`src/rtl/buffer_a_seq_if.sv`:
```
// Host request / buffer command bundle for the A-buffer sequencer.
// The slave modport is the sequencer side; the master modport is the host/buffer side.
interface buffer_a_seq_if;
  logic       req_valid;
  logic       req_ready;
  logic [1:0] req_cmd;
  logic [4:0] req_buf;
  logic [7:0] req_dim_x;
  logic [7:0] req_dim_y;
  logic       data_valid;
  logic [1:0] cmd;
  logic [4:0] buffer;
  logic [7:0] dim_x_out;
  logic [7:0] dim_y_out;
  logic       stop;
  logic       busy;
  logic       done;
  logic       err;

  modport slave (
    input  req_valid, req_cmd, req_buf, req_dim_x, req_dim_y, data_valid,
    output req_ready, cmd, buffer, dim_x_out, dim_y_out, stop, busy, done, err
  );

  modport master (
    output req_valid, req_cmd, req_buf, req_dim_x, req_dim_y, data_valid,
    input  req_ready, cmd, buffer, dim_x_out, dim_y_out, stop, busy, done, err
  );
endinterface

```
`src/rtl/buffer_a_seq.sv`:
```
// Sequences LOAD/SEND/CLEAR operations onto a bank of A-buffers, keeping a shadow
// table of each buffer's dimensions so SENDs can be validated and sized.
module buffer_a_seq #(
  parameter int unsigned MMU_SIZE = 10,
  parameter int unsigned NUM_BUF  = 10
) (
  input logic            clk,
  input logic            rst,
  buffer_a_seq_if.slave  bus
);

  typedef enum logic [1:0] {StIdle, StIssue, StRun, StDone} state_e;

  localparam logic [1:0] OpNone  = 2'b00;
  localparam logic [1:0] OpLoad  = 2'b01;
  localparam logic [1:0] OpSend  = 2'b10;
  localparam logic [1:0] OpClear = 2'b11;
  localparam int unsigned IdxW   = (NUM_BUF > 1) ? $clog2(NUM_BUF) : 1;

  state_e      state_q, state_d;
  logic [1:0]  op_q, op_d;
  logic [4:0]  idx_q, idx_d;
  logic [7:0]  dx_q, dx_d;
  logic [7:0]  dy_q, dy_d;
  logic [15:0] cnt_q, cnt_d;
  logic        err_q, err_d;
  logic [7:0]  tab_x_q [NUM_BUF];
  logic [7:0]  tab_x_d [NUM_BUF];
  logic [7:0]  tab_y_q [NUM_BUF];
  logic [7:0]  tab_y_d [NUM_BUF];

  logic [IdxW-1:0] tidx;
  logic            buf_ok;
  logic            dims_ok;
  logic [7:0]      rd_x;
  logic [7:0]      rd_y;
  logic            reject;
  logic            dec;

  assign tidx    = bus.req_buf[IdxW-1:0];
  assign buf_ok  = {27'd0, bus.req_buf} < NUM_BUF;
  assign dims_ok = (bus.req_dim_x != 8'd0) && (bus.req_dim_y != 8'd0) &&
                   (bus.req_dim_x <= 8'(MMU_SIZE)) && (bus.req_dim_y <= 8'(MMU_SIZE));
  assign rd_x    = buf_ok ? tab_x_q[tidx] : 8'd0;
  assign rd_y    = buf_ok ? tab_y_q[tidx] : 8'd0;
  assign reject  = !buf_ok ||
                   ((bus.req_cmd == OpLoad) && !dims_ok) ||
                   ((bus.req_cmd == OpSend) && (rd_y == 8'd0));
  assign dec     = (op_q != OpLoad) || bus.data_valid;

  always_comb begin
    state_d = state_q;
    op_d    = op_q;
    idx_d   = idx_q;
    dx_d    = dx_q;
    dy_d    = dy_q;
    cnt_d   = cnt_q;
    err_d   = 1'b0;
    tab_x_d = tab_x_q;
    tab_y_d = tab_y_q;
    unique case (state_q)
      StIdle: begin
        if (bus.req_valid && (bus.req_cmd != OpNone)) begin
          if (reject) begin
            err_d = 1'b1;
          end else begin
            state_d = StIssue;
            op_d    = bus.req_cmd;
            idx_d   = bus.req_buf;
            unique case (bus.req_cmd)
              OpLoad: begin
                dx_d          = bus.req_dim_x;
                dy_d          = bus.req_dim_y;
                tab_x_d[tidx] = bus.req_dim_x;
                tab_y_d[tidx] = bus.req_dim_y;
              end
              OpSend: begin
                dx_d = rd_x;
                dy_d = rd_y;
              end
              default: begin
                // CLEAR forwards the entry as it reads after the wipe
                dx_d          = 8'd0;
                dy_d          = 8'd0;
                tab_x_d[tidx] = 8'd0;
                tab_y_d[tidx] = 8'd0;
              end
            endcase
          end
        end
      end
      StIssue: begin
        state_d = StRun;
        unique case (op_q)
          OpLoad:  cnt_d = {8'd0, dx_q} * {8'd0, dy_q};
          OpSend:  cnt_d = {8'd0, dy_q};
          OpClear: cnt_d = 16'(MMU_SIZE);
          default: cnt_d = 16'd0;
        endcase
      end
      StRun: begin
        if (dec) begin
          cnt_d = cnt_q - 16'd1;
          if (cnt_q == 16'd1) state_d = StDone;
        end
      end
      default: state_d = StIdle;
    endcase
  end

  always_ff @(posedge clk) begin
    if (rst) begin
      state_q <= StIdle;
      op_q    <= OpNone;
      idx_q   <= 5'd0;
      dx_q    <= 8'd0;
      dy_q    <= 8'd0;
      cnt_q   <= 16'd0;
      err_q   <= 1'b0;
      tab_x_q <= '{default: '0};
      tab_y_q <= '{default: '0};
    end else begin
      state_q <= state_d;
      op_q    <= op_d;
      idx_q   <= idx_d;
      dx_q    <= dx_d;
      dy_q    <= dy_d;
      cnt_q   <= cnt_d;
      err_q   <= err_d;
      tab_x_q <= tab_x_d;
      tab_y_q <= tab_y_d;
    end
  end

  assign bus.req_ready = (state_q == StIdle);
  assign bus.busy      = (state_q != StIdle);
  assign bus.done      = (state_q == StDone);
  assign bus.err       = err_q;
  assign bus.cmd       = (state_q == StIssue) ? op_q : OpNone;
  assign bus.buffer    = idx_q;
  assign bus.dim_x_out = dx_q;
  assign bus.dim_y_out = dy_q;
  assign bus.stop      = (state_q == StRun) && (op_q == OpLoad) && !bus.data_valid;

endmodule

```
`src/flat_wrapper.sv`:
```
// flat-port wrapper written by rule: the top's interface ports become plain ports
module buffer_a_seq_flat 
#(
  parameter int unsigned MMU_SIZE = 10,
  parameter int unsigned NUM_BUF  = 10
)
  (clk, rst, bus_req_valid, bus_req_cmd, bus_req_buf, bus_req_dim_x, bus_req_dim_y, bus_data_valid, bus_req_ready, bus_cmd, bus_buffer, bus_dim_x_out, bus_dim_y_out, bus_stop, bus_busy, bus_done, bus_err);
  buffer_a_seq_if bus_i ();
  input logic clk;
  input logic rst;
  input wire logic [$bits(bus_i.req_valid)-1:0] bus_req_valid;
  input wire logic [$bits(bus_i.req_cmd)-1:0] bus_req_cmd;
  input wire logic [$bits(bus_i.req_buf)-1:0] bus_req_buf;
  input wire logic [$bits(bus_i.req_dim_x)-1:0] bus_req_dim_x;
  input wire logic [$bits(bus_i.req_dim_y)-1:0] bus_req_dim_y;
  input wire logic [$bits(bus_i.data_valid)-1:0] bus_data_valid;
  output wire logic [$bits(bus_i.req_ready)-1:0] bus_req_ready;
  output wire logic [$bits(bus_i.cmd)-1:0] bus_cmd;
  output wire logic [$bits(bus_i.buffer)-1:0] bus_buffer;
  output wire logic [$bits(bus_i.dim_x_out)-1:0] bus_dim_x_out;
  output wire logic [$bits(bus_i.dim_y_out)-1:0] bus_dim_y_out;
  output wire logic [$bits(bus_i.stop)-1:0] bus_stop;
  output wire logic [$bits(bus_i.busy)-1:0] bus_busy;
  output wire logic [$bits(bus_i.done)-1:0] bus_done;
  output wire logic [$bits(bus_i.err)-1:0] bus_err;
  assign bus_i.req_valid = bus_req_valid;
  assign bus_i.req_cmd = bus_req_cmd;
  assign bus_i.req_buf = bus_req_buf;
  assign bus_i.req_dim_x = bus_req_dim_x;
  assign bus_i.req_dim_y = bus_req_dim_y;
  assign bus_i.data_valid = bus_data_valid;
  assign bus_req_ready = bus_i.req_ready;
  assign bus_cmd = bus_i.cmd;
  assign bus_buffer = bus_i.buffer;
  assign bus_dim_x_out = bus_i.dim_x_out;
  assign bus_dim_y_out = bus_i.dim_y_out;
  assign bus_stop = bus_i.stop;
  assign bus_busy = bus_i.busy;
  assign bus_done = bus_i.done;
  assign bus_err = bus_i.err;
  buffer_a_seq #(.MMU_SIZE(MMU_SIZE), .NUM_BUF(NUM_BUF)) u_core (.clk(clk), .rst(rst), .bus(bus_i));
endmodule
```
`config.mk`:
```
export PLATFORM = sky130hd
export DESIGN_NAME = buffer_a_seq_flat
export DESIGN_NICKNAME = d
export VERILOG_FILES = /design/src/rtl/buffer_a_seq_if.sv /design/src/rtl/buffer_a_seq.sv /design/src/flat_wrapper.sv
export SDC_FILE = /design/constraint.sdc
export NUM_CORES = 1
export LEC_CHECK = 0
export CORE_ASPECT_RATIO = 0.7
export CORE_MARGIN = 4
export CORE_UTILIZATION = 40
export DETAILED_ROUTE_END_ITERATION = 7
export SLEW_MARGIN = 5
export SYNTH_ARGS = -nofsm -noshare
export SYNTH_HDL_FRONTEND = slang
export SYNTH_SLANG_ARGS = --single-unit
```
`constraint.sdc`:
```
create_clock -name clk -period 3.7 [get_ports clk]
set_input_delay 0.925 -clock clk [delete_from_list [all_inputs] [get_ports clk]]
set_output_delay 0.925 -clock clk [all_outputs]
set_load 0.05 [all_outputs]
```
==> results.md <==
* Outcome: finished with violations
* Violated checks: negative setup slack
* Non-Filler Instances at ~1700
* Slowest CP cell: fa_1
* Initial core utilization at 0.410
* Combinational Power Share at 0.183
* IO buf count at 54
* Layout area overhead at 23.2%
* Vias in the first global route at ~8700
* Critical path endpoint category: register
* Most frequent cells in the layout: dfxtp_1 (188), and2_1 (133), buf_4 (101)
* Final hold violation count at 0
* Launch point of the worst reg-to-reg path: u_core.bus.dim_x_out[2]
* Worst-Skew Late Latency at around 0.51 ns
* Hold_buf cts at 0
* Min Tclk post-route at between 3 and 4 ns
* Post-synthesis area per instance at around 9.3 um2
* Skew final at between 0.02 and 0.03 ns
* Final Power at 5.38 mW
* Largest net degree at the start of global routing at 80
* Post-Layout Inst Area at ~14000 um2
* Worst Hold Launch: u_core.tab_y_q[28]
* Post-synthesis cell count at 1193
* Clk pwr share at 0.401
* Longest Clk Path Bufs at 3
* Max cap viols at 0
* NetSw at between 1.5 and 2 mW
* FF-to-FF path depth at 14
* EDFF count, synth at 0
* Antenna viol nets, final at 0
* Fill count at approximately 2500
* R2r endpoint: u_core.cnt_q[14]
* Layout cells sized above 1 at 0.205
* Clock Sinks at between 200 and 250
* DR iter-0 viols at about 720
* HPWL Detailed at 22.6 mm
* Ports at 55
* Pins Over Slew Limit at 0
* Die Y at about 150 um
* CTS root buffer: clkbuf_16
* Synth unique cells at 69
* Cell Area, Synth at roughly 11000 um2
* Fin nets at around 1400
* Pre-CTS WS at -0.197 ns
* Sw Ratio at 0.287
* CP cell instances: buf_6 -> and2_4 -> fa_1 -> fa_1 -> fa_1 -> inv_1 -> fa_1 -> inv_2 -> ha_4 -> and3_1 -> and3_4 -> nor3_2 -> or4_1 -> nand3_1
* Ys async rst share at 0
* Part of the power in registers at 0.417
* Register area share after synthesis at 0.365
* DP Area at roughly 13000 um2
* Detailed Routing Iterations Pass 1 at 5
* First-pass GRT wire length at between 40 and 50 mm
* Residual DRC count at 0
* Antenna violations before repair at 0
* WP data arrival at ~4.3 ns
* Congestion Overflow GR at 0
* H-tree levels at 1
* Number of buffers created by CTS at 21
* Worst setup SP type: register
* Hold slack at around 0.45 ns
* Worst min-delay path class: reg2reg
* Clock-pin slew on the worst setup and hold paths at about 0.070 ns
* PD cells at approximately 390 nW/um2
* WHS Path Cells at 1
* Most common cell after layout, fill and taps aside: dfxtp_1
* Synth Warn # at 0
* Total wire length at 30.9 mm
* F_max at roughly 0.26 GHz
* Final setup TNS at -0.543 ns
* DR WL/cell at between 15 and 20 um
* CTS tree: built
* Int Pwr at about 3.8 mW
* Via density per instance at 5.30
* Top Family by Delay on Critical Path: adder cells
* RePlAce Congestion at between 0.8 and 0.9
* Relative slew slack at 0.537
* Least-Margin Pin Slew at about 0.69 ns
* Gr usage total at 0.202
* Core ar. at about 27000 um2
* Main synth FF type: dfxtp_1
* Worst Setup Slack, final at -0.122 ns
* RSZ-0062 raised after global routing: true
* Via count at ~8900
* Max incr delay on CP at around 0.51 ns
* Row count at 50
* Reg2Reg Setup Slack at -0.12 ns
* Crit Path Max Fanout at 6
* Buf/Inv on CP at 3
* Final period util at 1.03
* CP Class: reg2reg
* Placed cells at roughly 1600
* Die width at just over 200 um
* Post-Route Utilization at 0.505
* Setup violators final at 9
* Die area at around 30000 um2
* Peak VDD IR at 306 uV
* Lkg Pwr at 5.55 nW
* Mapped Nets at 1301
* Hold path endpoint: u_core.tab_y_q[28]
* Cell depth of the worst setup path at 14
* #FFs+latches synth at between 200 and 250
* # diodes at 0
* Worst EP required at 4.15 ns
* CP most frequent cell: fa_1
-- worst max path at each step --
| stage | startpoint | end | slack, ns |
|---|---|---|---|
| finish | u_core.bus.dim_x_out[2] | u_core.cnt_q[14] | -0.12 |
| CTS | u_core.bus.dim_x_out[3] | u_core.cnt_q[14] | -0.11 |
| floorplan | u_core.bus.dim_y_out[7] | u_core.cnt_q[14] | -0.22 |
| detailed placement | u_core.bus.dim_x_out[1] | u_core.cnt_q[14] | -0.20 |
| global route | u_core.bus.dim_y_out[7] | u_core.cnt_q[14] | -0.25 |
| global placement | u_core.bus.dim_x_out[1] | u_core.cnt_q[14] | -0.20 |
-- logic make-up after synthesis --
family / Yosys count / share of synthesized area
adder cells (fa/ha/maj): 81 / 0.116
XOR/XNOR: 10 / 0.00790
AO/OA/AOI/OAI: 239 / 0.134
AND/OR/NAND/NOR: 443 / 0.213
multiplexers: 84 / 0.110
buffers and inverters: 134 / 0.0541
flip-flops: 202 / 0.365
-- power by group through the flow --
stage	Clock (mW)	Combinational (mW)	Sequential (mW)
3_3_place_gp	0	0.955	2.29
4_1_cts	2.21	0.967	2.24
2_1_floorplan	0	0.662	2.30
3_5_place_dp	0	0.959	2.29
6_report	2.16	0.984	2.24
5_1_grt	2.30	1.07	2.25
-- cell usage after synthesis (4+ instances only) --
cell | count | area, um2
mux2_2 | 4 | 45.0
nor2_2 | 6 | 37.5
xnor2_1 | 8 | 70.1
o211ai_1 | 8 | 60.1
a21o_1 | 6 | 45.0
a22oi_1 | 11 | 82.6
nor4_1 | 7 | 43.8
nand3_1 | 19 | 95.1
o21ai_0 | 68 | 340
ha_1 | 45 | 563
a222oi_1 | 4 | 40.0
buf_4 | 4 | 30.0
or3_1 | 6 | 37.5
mux2i_1 | 51 | 510
buf_2 | 8 | 40.0
nor2_1 | 82 | 308
o22ai_1 | 5 | 31.3
and2_1 | 142 | 888
buf_6 | 8 | 90.1
nand2_1 | 96 | 360
a22o_1 | 8 | 70.1
nand4_1 | 5 | 31.3
or4_1 | 4 | 30.0
nor2b_1 | 8 | 50.1
mux4_2 | 26 | 586
nor3_1 | 23 | 115
a221oi_1 | 7 | 61.3
a21oi_1 | 89 | 445
dfxtp_1 | 202 | 4040
fa_1 | 36 | 721
clkbuf_1 | 49 | 184
nand2b_1 | 24 | 150
a31oi_1 | 7 | 43.8
inv_1 | 62 | 233
-- state kept, by name, summed over array words and instances (netlist names) --
register,cells
u_core.bus.dim_y_out,8
u_core.bus.buffer,5
u_core.tab_x_q,80
u_core.bus.err,1
u_core.tab_y_q,80
u_core.state_q,2
u_core.cnt_q,16
u_core.op_q,2
u_core.bus.dim_x_out,8
-- repair_timing --
action,in CTS,in global routing
setup endpoints to repair,10,11
gates resized for setup,26,26
buffers inserted,1,5
pin swaps,34,35
endpoints found under the hold margin,0,0
-- per-layer routing --
layer,GRT usage,part of all wire,vias to the layer above
met5,0,0,-
met1,0.323,0.51,4317
met4,0.0314,0.014,0
met2,0.284,0.41,247
li1,-,-,4347
met3,0.0399,0.066,36
-- final cells by class --
| cell class | count | area, um2 | area share |
|---|---|---|---|
| Inverter | 62 | 233 | 0.0170 |
| Clock buffer | 29 | 606 | 0.0444 |
| Tap cell | 364 | 455 | 0.0334 |
| Sequential cell | 202 | 4090 | 0.300 |
| Clock inverter | 7 | 91.3 | 0.00669 |
| Timing Repair Buffer | 166 | 1480 | 0.108 |
| Multi-Input combinational cell | 857 | 6700 | 0.491 |
No activity file was read; power rests on OpenSTA's default activity.
